File: src/rtl/alu_multicycle.sv
// Registered ALU with a valid/ready request port: single-cycle add/sub/logic/shift,
// plus iterative signed multiply and divide that each take WIDTH cycles.
module alu_multicycle #(
  parameter int WIDTH   = 32,
  parameter int SHAMT_W = $clog2(WIDTH),
  parameter int OP_W    = 5
) (
  input  logic               clock,
  input  logic               reset,
  input  logic               in_valid,
  output logic               in_ready,
  input  logic [OP_W-1:0]    ctrl_ALUopcode,
  input  logic [SHAMT_W-1:0] ctrl_shiftamt,
  input  logic [WIDTH-1:0]   data_operandA,
  input  logic [WIDTH-1:0]   data_operandB,
  output logic               out_valid,
  output logic [WIDTH-1:0]   data_result,
  output logic               isNotEqual,
  output logic               isLessThan,
  output logic               overflow,
  output logic               exception
);

  localparam logic [1:0] IDLE = 2'd0;
  localparam logic [1:0] MUL  = 2'd1;
  localparam logic [1:0] DIV  = 2'd2;

  localparam logic [OP_W-1:0] OP_ADD = OP_W'(0);
  localparam logic [OP_W-1:0] OP_SUB = OP_W'(1);
  localparam logic [OP_W-1:0] OP_AND = OP_W'(2);
  localparam logic [OP_W-1:0] OP_OR  = OP_W'(3);
  localparam logic [OP_W-1:0] OP_SLL = OP_W'(4);
  localparam logic [OP_W-1:0] OP_SRA = OP_W'(5);
  localparam logic [OP_W-1:0] OP_MUL = OP_W'(6);
  localparam logic [OP_W-1:0] OP_DIV = OP_W'(7);

  localparam logic [SHAMT_W-1:0] LAST_ITER = SHAMT_W'(WIDTH - 1);
  localparam logic [WIDTH-1:0]   MIN_VAL   = {1'b1, {(WIDTH-1){1'b0}}};

  logic [1:0]         state_q, state_d;
  logic [SHAMT_W-1:0] cnt_q, cnt_d;
  logic [WIDTH-1:0]   a_q, a_d, b_q, b_d;
  logic [WIDTH:0]     acc_q, acc_d;
  logic [WIDTH-1:0]   lo_q, lo_d;
  logic               out_valid_q, out_valid_d;
  logic [WIDTH-1:0]   result_q, result_d;
  logic               ne_q, ne_d, lt_q, lt_d, ov_q, ov_d, exc_q, exc_d;

  function automatic logic [WIDTH-1:0] abs_f(input logic [WIDTH-1:0] x);
    return x[WIDTH-1] ? -x : x;
  endfunction

  // Signed less-than that stays correct when A-B overflows.
  function automatic logic lt_f(input logic [WIDTH-1:0] a, input logic [WIDTH-1:0] b);
    logic [WIDTH-1:0] diff;
    logic             sub_ov;
    diff   = a - b;
    sub_ov = (a[WIDTH-1] != b[WIDTH-1]) && (diff[WIDTH-1] != a[WIDTH-1]);
    return diff[WIDTH-1] ^ sub_ov;
  endfunction

  // Both iterations work on operand magnitudes; the sign is applied when the result is written.
  logic [WIDTH-1:0]   abs_a, abs_b, mul_lo_n, div_lo_n, quo;
  logic [WIDTH:0]     mul_sum, mul_acc_n, div_rsh, div_acc_n;
  logic               div_ge, neg_res;
  logic [2*WIDTH-1:0] prod_mag, prod;

  assign abs_a     = abs_f(a_q);
  assign abs_b     = abs_f(b_q);
  assign mul_sum   = acc_q + (lo_q[0] ? {1'b0, abs_a} : '0);
  assign mul_acc_n = {1'b0, mul_sum[WIDTH:1]};
  assign mul_lo_n  = {mul_sum[0], lo_q[WIDTH-1:1]};
  assign div_rsh   = {acc_q[WIDTH-1:0], lo_q[WIDTH-1]};
  assign div_ge    = div_rsh >= {1'b0, abs_b};
  assign div_acc_n = div_ge ? div_rsh - {1'b0, abs_b} : div_rsh;
  assign div_lo_n  = {lo_q[WIDTH-2:0], div_ge};
  assign neg_res   = a_q[WIDTH-1] ^ b_q[WIDTH-1];
  assign prod_mag  = {mul_acc_n[WIDTH-1:0], mul_lo_n};
  assign prod      = neg_res ? -prod_mag : prod_mag;
  assign quo       = neg_res ? -div_lo_n : div_lo_n;

  always_comb begin
    state_d     = state_q;
    cnt_d       = cnt_q;
    a_d         = a_q;
    b_d         = b_q;
    acc_d       = acc_q;
    lo_d        = lo_q;
    out_valid_d = 1'b0;
    result_d    = result_q;
    ne_d        = ne_q;
    lt_d        = lt_q;
    ov_d        = ov_q;
    exc_d       = exc_q;
    case (state_q)
      IDLE: begin
        if (in_valid) begin
          a_d   = data_operandA;
          b_d   = data_operandB;
          acc_d = '0;
          cnt_d = '0;
          case (ctrl_ALUopcode)
            OP_MUL: begin
              state_d = MUL;
              lo_d    = abs_f(data_operandB);
            end
            OP_DIV: begin
              state_d = DIV;
              lo_d    = abs_f(data_operandA);
            end
            default: begin
              out_valid_d = 1'b1;
              ne_d        = data_operandA != data_operandB;
              lt_d        = lt_f(data_operandA, data_operandB);
              ov_d        = 1'b0;
              exc_d       = 1'b0;
              case (ctrl_ALUopcode)
                OP_ADD: begin
                  result_d = data_operandA + data_operandB;
                  ov_d = (data_operandA[WIDTH-1] == data_operandB[WIDTH-1]) &&
                         (result_d[WIDTH-1] != data_operandA[WIDTH-1]);
                end
                OP_SUB: begin
                  result_d = data_operandA - data_operandB;
                  ov_d = (data_operandA[WIDTH-1] != data_operandB[WIDTH-1]) &&
                         (result_d[WIDTH-1] != data_operandA[WIDTH-1]);
                end
                OP_AND:  result_d = data_operandA & data_operandB;
                OP_OR:   result_d = data_operandA | data_operandB;
                OP_SLL:  result_d = data_operandA << ctrl_shiftamt;
                OP_SRA:  result_d = $unsigned($signed(data_operandA) >>> ctrl_shiftamt);
                default: begin
                  result_d = '0;
                  exc_d    = 1'b1;
                end
              endcase
            end
          endcase
        end
      end
      MUL: begin
        acc_d = mul_acc_n;
        lo_d  = mul_lo_n;
        cnt_d = cnt_q + 1'b1;
        if (cnt_q == LAST_ITER) begin
          state_d     = IDLE;
          cnt_d       = '0;
          out_valid_d = 1'b1;
          result_d    = prod[WIDTH-1:0];
          ov_d        = prod[2*WIDTH-1:WIDTH] != {WIDTH{prod[WIDTH-1]}};
          exc_d       = 1'b0;
          ne_d        = a_q != b_q;
          lt_d        = lt_f(a_q, b_q);
        end
      end
      DIV: begin
        acc_d = div_acc_n;
        lo_d  = div_lo_n;
        cnt_d = cnt_q + 1'b1;
        if (cnt_q == LAST_ITER) begin
          state_d     = IDLE;
          cnt_d       = '0;
          out_valid_d = 1'b1;
          ne_d        = a_q != b_q;
          lt_d        = lt_f(a_q, b_q);
          if (b_q == '0) begin
            result_d = '0;
            ov_d     = 1'b0;
            exc_d    = 1'b1;
          end else begin
            result_d = quo;
            ov_d     = (a_q == MIN_VAL) && (b_q == '1);
            exc_d    = 1'b0;
          end
        end
      end
      default: state_d = IDLE;
    endcase
  end

  always_ff @(posedge clock) begin
    if (reset) begin
      state_q     <= IDLE;
      cnt_q       <= '0;
      a_q         <= '0;
      b_q         <= '0;
      acc_q       <= '0;
      lo_q        <= '0;
      out_valid_q <= 1'b0;
      result_q    <= '0;
      ne_q        <= 1'b0;
      lt_q        <= 1'b0;
      ov_q        <= 1'b0;
      exc_q       <= 1'b0;
    end else begin
      state_q     <= state_d;
      cnt_q       <= cnt_d;
      a_q         <= a_d;
      b_q         <= b_d;
      acc_q       <= acc_d;
      lo_q        <= lo_d;
      out_valid_q <= out_valid_d;
      result_q    <= result_d;
      ne_q        <= ne_d;
      lt_q        <= lt_d;
      ov_q        <= ov_d;
      exc_q       <= exc_d;
    end
  end

  assign in_ready    = state_q == IDLE;
  assign out_valid   = out_valid_q;
  assign data_result = result_q;
  assign isNotEqual  = ne_q;
  assign isLessThan  = lt_q;
  assign overflow    = ov_q;
  assign exception   = exc_q;

endmodule

File: config.mk
export PLATFORM = sky130hd
export DESIGN_NAME = alu_multicycle
export DESIGN_NICKNAME = d
export VERILOG_FILES = /design/src/rtl/alu_multicycle.sv
export SDC_FILE = /design/constraint.sdc
export NUM_CORES = 1
export LEC_CHECK = 0
export ABC_CLOCK_PERIOD_IN_PS = 5800
export CAP_MARGIN = 20
export CORE_ASPECT_RATIO = 0.5
export CORE_MARGIN = 1
export CORE_UTILIZATION = 45
export CTS_BUF_LIST = sky130_fd_sc_hd__clkbuf_4
export CTS_CLUSTER_DIAMETER = 30
export DETAILED_ROUTE_END_ITERATION = 6
export DONT_BUFFER_PORTS = 1
export PLACE_DENSITY = 0.67
export SYNTH_ARGS = -nofsm -noshare
export SYNTH_HDL_FRONTEND = slang
export SYNTH_SLANG_ARGS = --single-unit
File: constraint.sdc
create_clock -name clock -period 5.8 [get_ports clock]
set_input_delay 1.74 -clock clock [delete_from_list [all_inputs] [get_ports clock]]
set_output_delay 1.74 -clock clock [all_outputs]
set_load 0.05 [all_outputs]
==> run_results.csv, run 1 <==
group,metric,value,unit
status,status,"finished, violations left",
status,failed_checks,"DRC, setup timing",
yosys,synth_top_family_by_area,"compound AO/OA/AOI/OAI gates",
yosys,synth-compound-area-share,29.8,%
sta,hold_viol,0,
yosys,synth_top_area_share,13.7,%
yosys,synthAdderAreaFrac,10.5,%
floorplanning,io_pins,115,
yosys,synth_top_cell_by_area,"dfxtp_1",
cts,clock_sinks,173,
route,dr.first_iter.drc_count,4234,
cts,cts_made_buffers,17,
worst_hold_path,min_to,"b_q[21]$_SDFFE_PP0P_",
setup_path,cp-end-kind,"register",
yosys,synth_common_cells,"nand2_1 (422), nor2_1 (397), a21oi_1 (304)",
cts,clock_path_buffers,2,
sta,tightest_slew,1.12,ns
worst_hold_path,hold_class,"register to register",
power,peakVddDrop,0.119,mV
flow_run,cap_viol_max_count,0,
sta,whs,0.467,ns
worst_hold_path,worstHoldPathCells,2,
layout,layoutNonFillerInstCount,4517,
placement,place_congestion,1.07,
route,routedWlPerCell,26.3,um
route,vias_per_cell,6.55,
setup_path,rr_worst_depth,24,
cts,clk_transition_reported_paths,0.17,ns
setup_path,slowest_stage,"or4_1",
sta,rsz0062_at_grt,"true",
yosys,yosys.area_share.simple,23.3,%
yosys,yosys-top-cells-area,"dfxtp_1 (14%), ha_1 (10%), xnor2_1 (6.4%)",
yosys,yosysMostFrequentCell,"nand2_1",
placement,place_inst,4462,
route,ant_nets,0,
yosys,yosysWarningCount,0,
global_routing,grtUsageTotal,40.3,%
setup_path,startpoint_type,"register",
route,dr.pass1.iters,7,
yosys,syn-cell-area,25300,sq um
layout,multiInputGateArea,20600,sq um
cts,root_buffer,"clkbuf_4",
setup_path,arrival,6.57,ns
global_routing,grt_pass1_vias,26824,
sta,fmax,167,MHz
floorplanning,die_w,337,um
floorplanning,design.core.area,55600,sq um
sta,slew_violations,0,
sta,post-route-period-util,104,%
global_routing,grt_use_met3,11.0,%
setup_path,critical_path_class,"register to register",
cts,hold_buffers,0,
global_routing,antenna_found_initial,5,
placement,dp_hpwl,93300,um
sta,maxSlewHeadroom,24.4,%
floorplanning,initial_core_util,45.6,%
worst_hold_path,hold_start,"b_q[21]$_SDFFE_PP0P_",
yosys,ys_seq_elements,173,
global_routing,use_met2,58.9,%
yosys,synth_edf_count,0,
layout,fin_area,28600,sq um
setup_path,reg2reg_from,"a_q[6]$_SDFFE_PP0P_",
layout,syn_to_final_growth,12.9,%
global_routing,grt_pass1_wl,174000,um
yosys,synth-xor-area-share,9.50,%
global_routing,busiest_layer,"met2",
layout,drive_gt1_share,14.2,%
setup_path,ff2ff_setup_slack,-0.20,ns
yosys,synth_mux_area_share,6.60,%
layout,fill_cells,5646,
setup_path,worstPathCellList,"or4_1, nor4_4, buf_4, nand4b_1, buf_4, o41ai_1, xor2_1, nor2_1, ha_1, buf_4, inv_1, o21ai_0, a21oi_1, o21ai_0, a22o_1, a311oi_2, xnor2_1, or2_2, o41ai_4, xnor2_1, or3_1, mux2i_1, o2111ai_2, a31o_1",
setup_path,crit_fanout,5,
floorplanning,num_rows,61,
floorplanning,die_area,57300,sq um
placement,port_buffers,0,
yosys,synthFlopType,"dfxtp_1",
power,power_density,152,nW/um^2
setup_path,slowest_delay,0.62,ns
sta,fin_skew,0.0535,ns
yosys,postSynth.asyncResetShare,0,%
yosys,synth-seq-area-share,13.7,%
setup_path,cp.required,6.36,ns
route,wirelength,119000,um
sta,worst_slack,-0.204,ns
cts,clk-insertion-delay-late,0.67,ns
sta,setup_viol_count_final,1,
setup_path,r2r-end,"overflow$_SDFFE_PP0P_",
global_routing,grt_max_degree,148,
placement,place_area,27800,sq um
cts,cts_tree,"done",
global_routing,met1_usage,55.5,%
sta,min_period,6.00,ns
yosys,ys_types,92,
cts,cts_max_level,4,
yosys,synth.avg_cell_area,6.95,sq um
layout,regArea,3470,sq um
route,vias,29564,
global_routing,grt.overflow.total,0,
power,p_leak,11.8,nW
sta,tns,-0.204,ns
layout,nets,4029,
yosys,netlist_instances,3645,
route,drc_errors,2,
floorplanning,dieHeight,170,um
setup_path,cp_common_cell,"buf_4",
yosys,synth_nets,3931,
[cell families after synthesis]
kind of cell	Yosys count
flip-flops	173
AO/OA/AOI/OAI	1159
multiplexers	130
AND/OR/NAND/NOR	1264
XOR/XNOR	273
adder cells (fa/ha/maj)	209
buffers and inverters	437
[state kept, by name, summed over array words and instances (netlist names)]
| name | flops |
|---|---|
| acc_q | 33 |
| a_q | 32 |
| b_q | 32 |
| data_result | 32 |
| lo_q | 32 |
| cnt_q | 5 |
| state_q | 2 |
| exception | 1 |
| isLessThan | 1 |
| isNotEqual | 1 |
| out_valid | 1 |
| overflow | 1 |
[worst max path at each step]
| stage | start | endpoint | depth (start not counted) |
|---|---|---|---|
| after floorplan | data_operandA[11] | data_result[31]$_SDFFE_PP0P_ | 21 |
| after global placement | a_q[1]$_SDFFE_PP0P_ | overflow$_SDFFE_PP0P_ | 27 |
| after detailed placement | a_q[0]$_SDFFE_PP0P_ | overflow$_SDFFE_PP0P_ | 27 |
| after CTS | a_q[0]$_SDFFE_PP0P_ | overflow$_SDFFE_PP0P_ | 28 |
| after global routing | a_q[0]$_SDFFE_PP0P_ | overflow$_SDFFE_PP0P_ | 27 |
| final | a_q[6]$_SDFFE_PP0P_ | overflow$_SDFFE_PP0P_ | 24 |
[metal layers]
metal  routed length (um)  part of all wire (%)
met5                    7                0.0059
met4                 5400                   4.5
met3                14500                    12
met2                48700                    41
met1                50200                    42
[where the power goes]
group	leakage, nW	switching, mW	internal, mW
logic	10.2	1.33	0.851
clock network	0.158	0.557	0.238
registers	1.41	0.128	1.24
[worst max-delay path: cells and delay by family, from the launching register on]
family,cells,cell delay (ns)
compound gates,9,2.20
simple gates,6,1.83
buf+inv,4,0.59
xor+xnor,3,0.48
flops,1,0.34
fa+ha+maj,1,0.29
mux,1,0.19
[per-stage QoR]
step	utilization, %	total power, mW	setup WS [ns]
after floorplan	-	2.78	0.0218
after global placement	50.0	3.44	-0.313
after detailed placement	50.0	3.45	-0.430
after CTS	50.9	4.24	-0.0221
after global routing	51.5	4.53	-0.398
final	51.5	4.34	-0.204
[cell usage in the layout, fill, tap and decap left out, types with 21 or more instances in the layout]
master and count:
a211oi_1 94, a21o_1 54, a21oi_1 297, a221oi_1 42, a22oi_1 45, a31oi_1 31
and2_1 24, and3_1 21, buf_4 345, dfxtp_1 170, ha_1 200, inv_1 159
mux2i_1 95, mux4_2 29, nand2_1 415, nand2b_1 29, nand3_1 42, nand4_1 56
nor2_1 392, nor2b_1 24, nor3_1 80, nor4_1 38, o211ai_1 26, o21a_1 22
o21ai_0 259, o221ai_1 28, o31ai_1 66, or3_1 36, xnor2_1 179, xor2_1 84
[final cells by class]
type                       instances  share of cell area (%)
clock buffer                      17                   0.446
clock inverter                    15                   0.630
timing repair buffer             349                    9.27
sequential                       173                    12.1
inverter                         167                    2.19
antenna                            5                  0.0438
tap                              756                    3.31
multi-input combinational       3035                    72.0
[repair_timing]
action / in CTS / in global routing
buffers inserted: 7 / 10
setup endpoints to repair: 2 / 29
cloned: 0 / 0
pin swaps: 21 / 31
gates resized for setup: 30 / 49
(Power assumes the default switching activity.)
==> run 2, diff against run 1 <==
--- a/config.mk
+++ b/config.mk
@@ -14,6 +14,7 @@
 export CTS_CLUSTER_DIAMETER = 30
 export DETAILED_ROUTE_END_ITERATION = 6
 export DONT_BUFFER_PORTS = 1
+export MAX_ROUTING_LAYER = met4
 export PLACE_DENSITY = 0.67
 export SYNTH_ARGS = -nofsm -noshare
 export SYNTH_HDL_FRONTEND = slang
==> run_results.csv, run 2 (synthesis results as in run 1) <==
group,metric,value,unit
floorplanning,die_w,337,um
floorplanning,num_rows,61,
sta,fin_skew,0.0552,ns
setup_path,slowest_stage,"or4_4",
route,dr.pass1.iters,7,
sta,rsz0062_at_grt,"true",
layout,fill_cells,5646,
worst_hold_path,hold_class,"register to register",
cts,clk_transition_reported_paths,0.20,ns
route,wirelength,119000,um
setup_path,crit_fanout,6,
route,routedWlPerCell,26.2,um
global_routing,grt_max_degree,148,
layout,layout_common_cells,"nand2_1 (415), nor2_1 (391), buf_4 (355)",
power,power_density,152,nW/um^2
placement,place_inst,4473,
layout,nets,4042,
global_routing,grt_pass1_wl,172000,um
cts,cts_max_level,4,
layout,largest_register_ffs,33,
floorplanning,io_pins,115,
setup_path,cp_common_cell,"buf_4",
placement,place_congestion,1.06,
setup_path,startpoint_type,"register",
sta,whs,0.471,ns
power,peakVddDrop,0.118,mV
setup_path,slowest_delay,0.48,ns
sta,fmax,163,MHz
placement,port_buffers,0,
sta,setup_viol_count_final,1,
global_routing,antenna_found_initial,7,
floorplanning,initial_core_util,45.6,%
status,status,"finished, violations left",
cts,clock_sinks,173,
layout,drive_gt1_share,14.6,%
route,ant_nets,0,
setup_path,critical_path_class,"register to register",
sta,tightest_slew,1.27,ns
layout,multiInputGateArea,20600,sq um
status,failed_checks,"setup timing",
layout,fin_area,28800,sq um
cts,cts_tree,"done",
cts,cts_made_buffers,17,
route,drc_errors,0,
layout,syn_to_final_growth,13.6,%
sta,post-route-period-util,106,%
setup_path,cp-startpoint,"a_q[0]$_SDFFE_PP0P_",
placement,dp_hpwl,92400,um
sta,worst_slack,-0.331,ns
setup_path,rr_worst_depth,31,
cts,root_buffer,"clkbuf_4",
floorplanning,dieHeight,170,um
layout,regArea,3470,sq um
floorplanning,design.core.area,55600,sq um
setup_path,cp.required,6.37,ns
route,vias,29817,
power,power,4.37,mW
global_routing,grt.overflow.total,0,
sta,hold_viol,0,
sta,min_period,6.13,ns
setup_path,ff2ff_setup_slack,-0.33,ns
layout,layoutNonFillerInstCount,4531,
worst_hold_path,worstHoldPathCells,2,
placement,place_area,27900,sq um
power,p_leak,11.9,nW
floorplanning,die_area,57300,sq um
layout,final_common_cell,"nand2_1",
cts,clock_path_buffers,2,
layout,largest-register,"acc_q",
route,vias_per_cell,6.58,
route,dr.first_iter.drc_count,4214,
sta,slew_violations,0,
sta,tns,-0.331,ns
setup_path,cp-end-kind,"register",
worst_hold_path,hold_start,"cnt_q[4]$_SDFFE_PP0P_",
sta,maxSlewHeadroom,14.2,%
setup_path,r2r-end,"overflow$_SDFFE_PP0P_",
global_routing,grt_pass1_vias,26573,
flow_run,cap_viol_max_count,0,
worst_hold_path,min_to,"cnt_q[4]$_SDFFE_PP0P_",
cts,clk-insertion-delay-late,0.67,ns
setup_path,arrival,6.71,ns
global_routing,grtUsageTotal,41.1,%
setup_path,reg2reg_from,"a_q[0]$_SDFFE_PP0P_",
[run 2: cell types whose count changed in the layout (fill, tap and decap cells not counted), sizes merged]
cell,delta
buf,+13
diode,+1
inv,+1
clkinvlp,-1
[run 2: final cells by class]
cell class                 instances  area share [%]
antenna                            6          0.0522
clock buffer                      17           0.444
clock inverter                    15           0.600
timing repair buffer             362            9.60
inverter                         167            2.19
sequential                       173            12.1
tap                              756            3.29
multi-input combinational       3035            71.8
[run 2: per-layer routing]
metal  share of wire [%]  global-route usage (%)
met3                  12                    10.4
met4                 4.9                    17.2
met2                  41                    58.8
met5                   0                       -
met1                  42                    54.4
[run 2: critical path: cells and delay by family, from the launching register on]
family	cells	cell delay [ns]
fa+ha+maj	1	0.32
compound gates	6	1.58
mux	1	0.16
buf+inv	8	0.92
xor+xnor	3	0.48
simple gates	12	2.25
flops	1	0.36
[run 2: report_power, final]
group | leakage, nW | total [mW] | switching, mW | internal [mW]
clock network | 0.159 | 0.803 | 0.567 | 0.236
registers | 1.41 | 1.37 | 0.129 | 1.24
logic | 10.3 | 2.19 | 1.33 | 0.864
total | 11.9 | 4.37 | 2.03 | 2.34
[run 2: metrics by stage]
stage                     setup WS [ns]  util (%)
final                            -0.331      51.8
after global routing             -0.603      51.8
after CTS                        -0.108      51.0
after detailed placement         -0.436      50.2
after global placement           -0.340      50.2
after floorplan                  0.0218         -
[run 2: worst max path at each step]
| stage | slack (ns) | endpoint | depth (start not counted) |
|---|---|---|---|
| detailed placement | -0.44 | overflow$_SDFFE_PP0P_ | 27 |
| global placement | -0.34 | overflow$_SDFFE_PP0P_ | 28 |
| floorplan | 0.02 | data_result[31]$_SDFFE_PP0P_ | 21 |
| finish | -0.33 | overflow$_SDFFE_PP0P_ | 31 |
| CTS | -0.11 | overflow$_SDFFE_PP0P_ | 30 |
| global route | -0.60 | overflow$_SDFFE_PP0P_ | 31 |
[run 2: repair_timing]
action | CTS | global route
setup endpoints to repair | 5 | 33
pin swaps | 20 | 39
setup buffers | 10 | 11
hold buffers | 0 | 0
resized for setup | 24 | 68
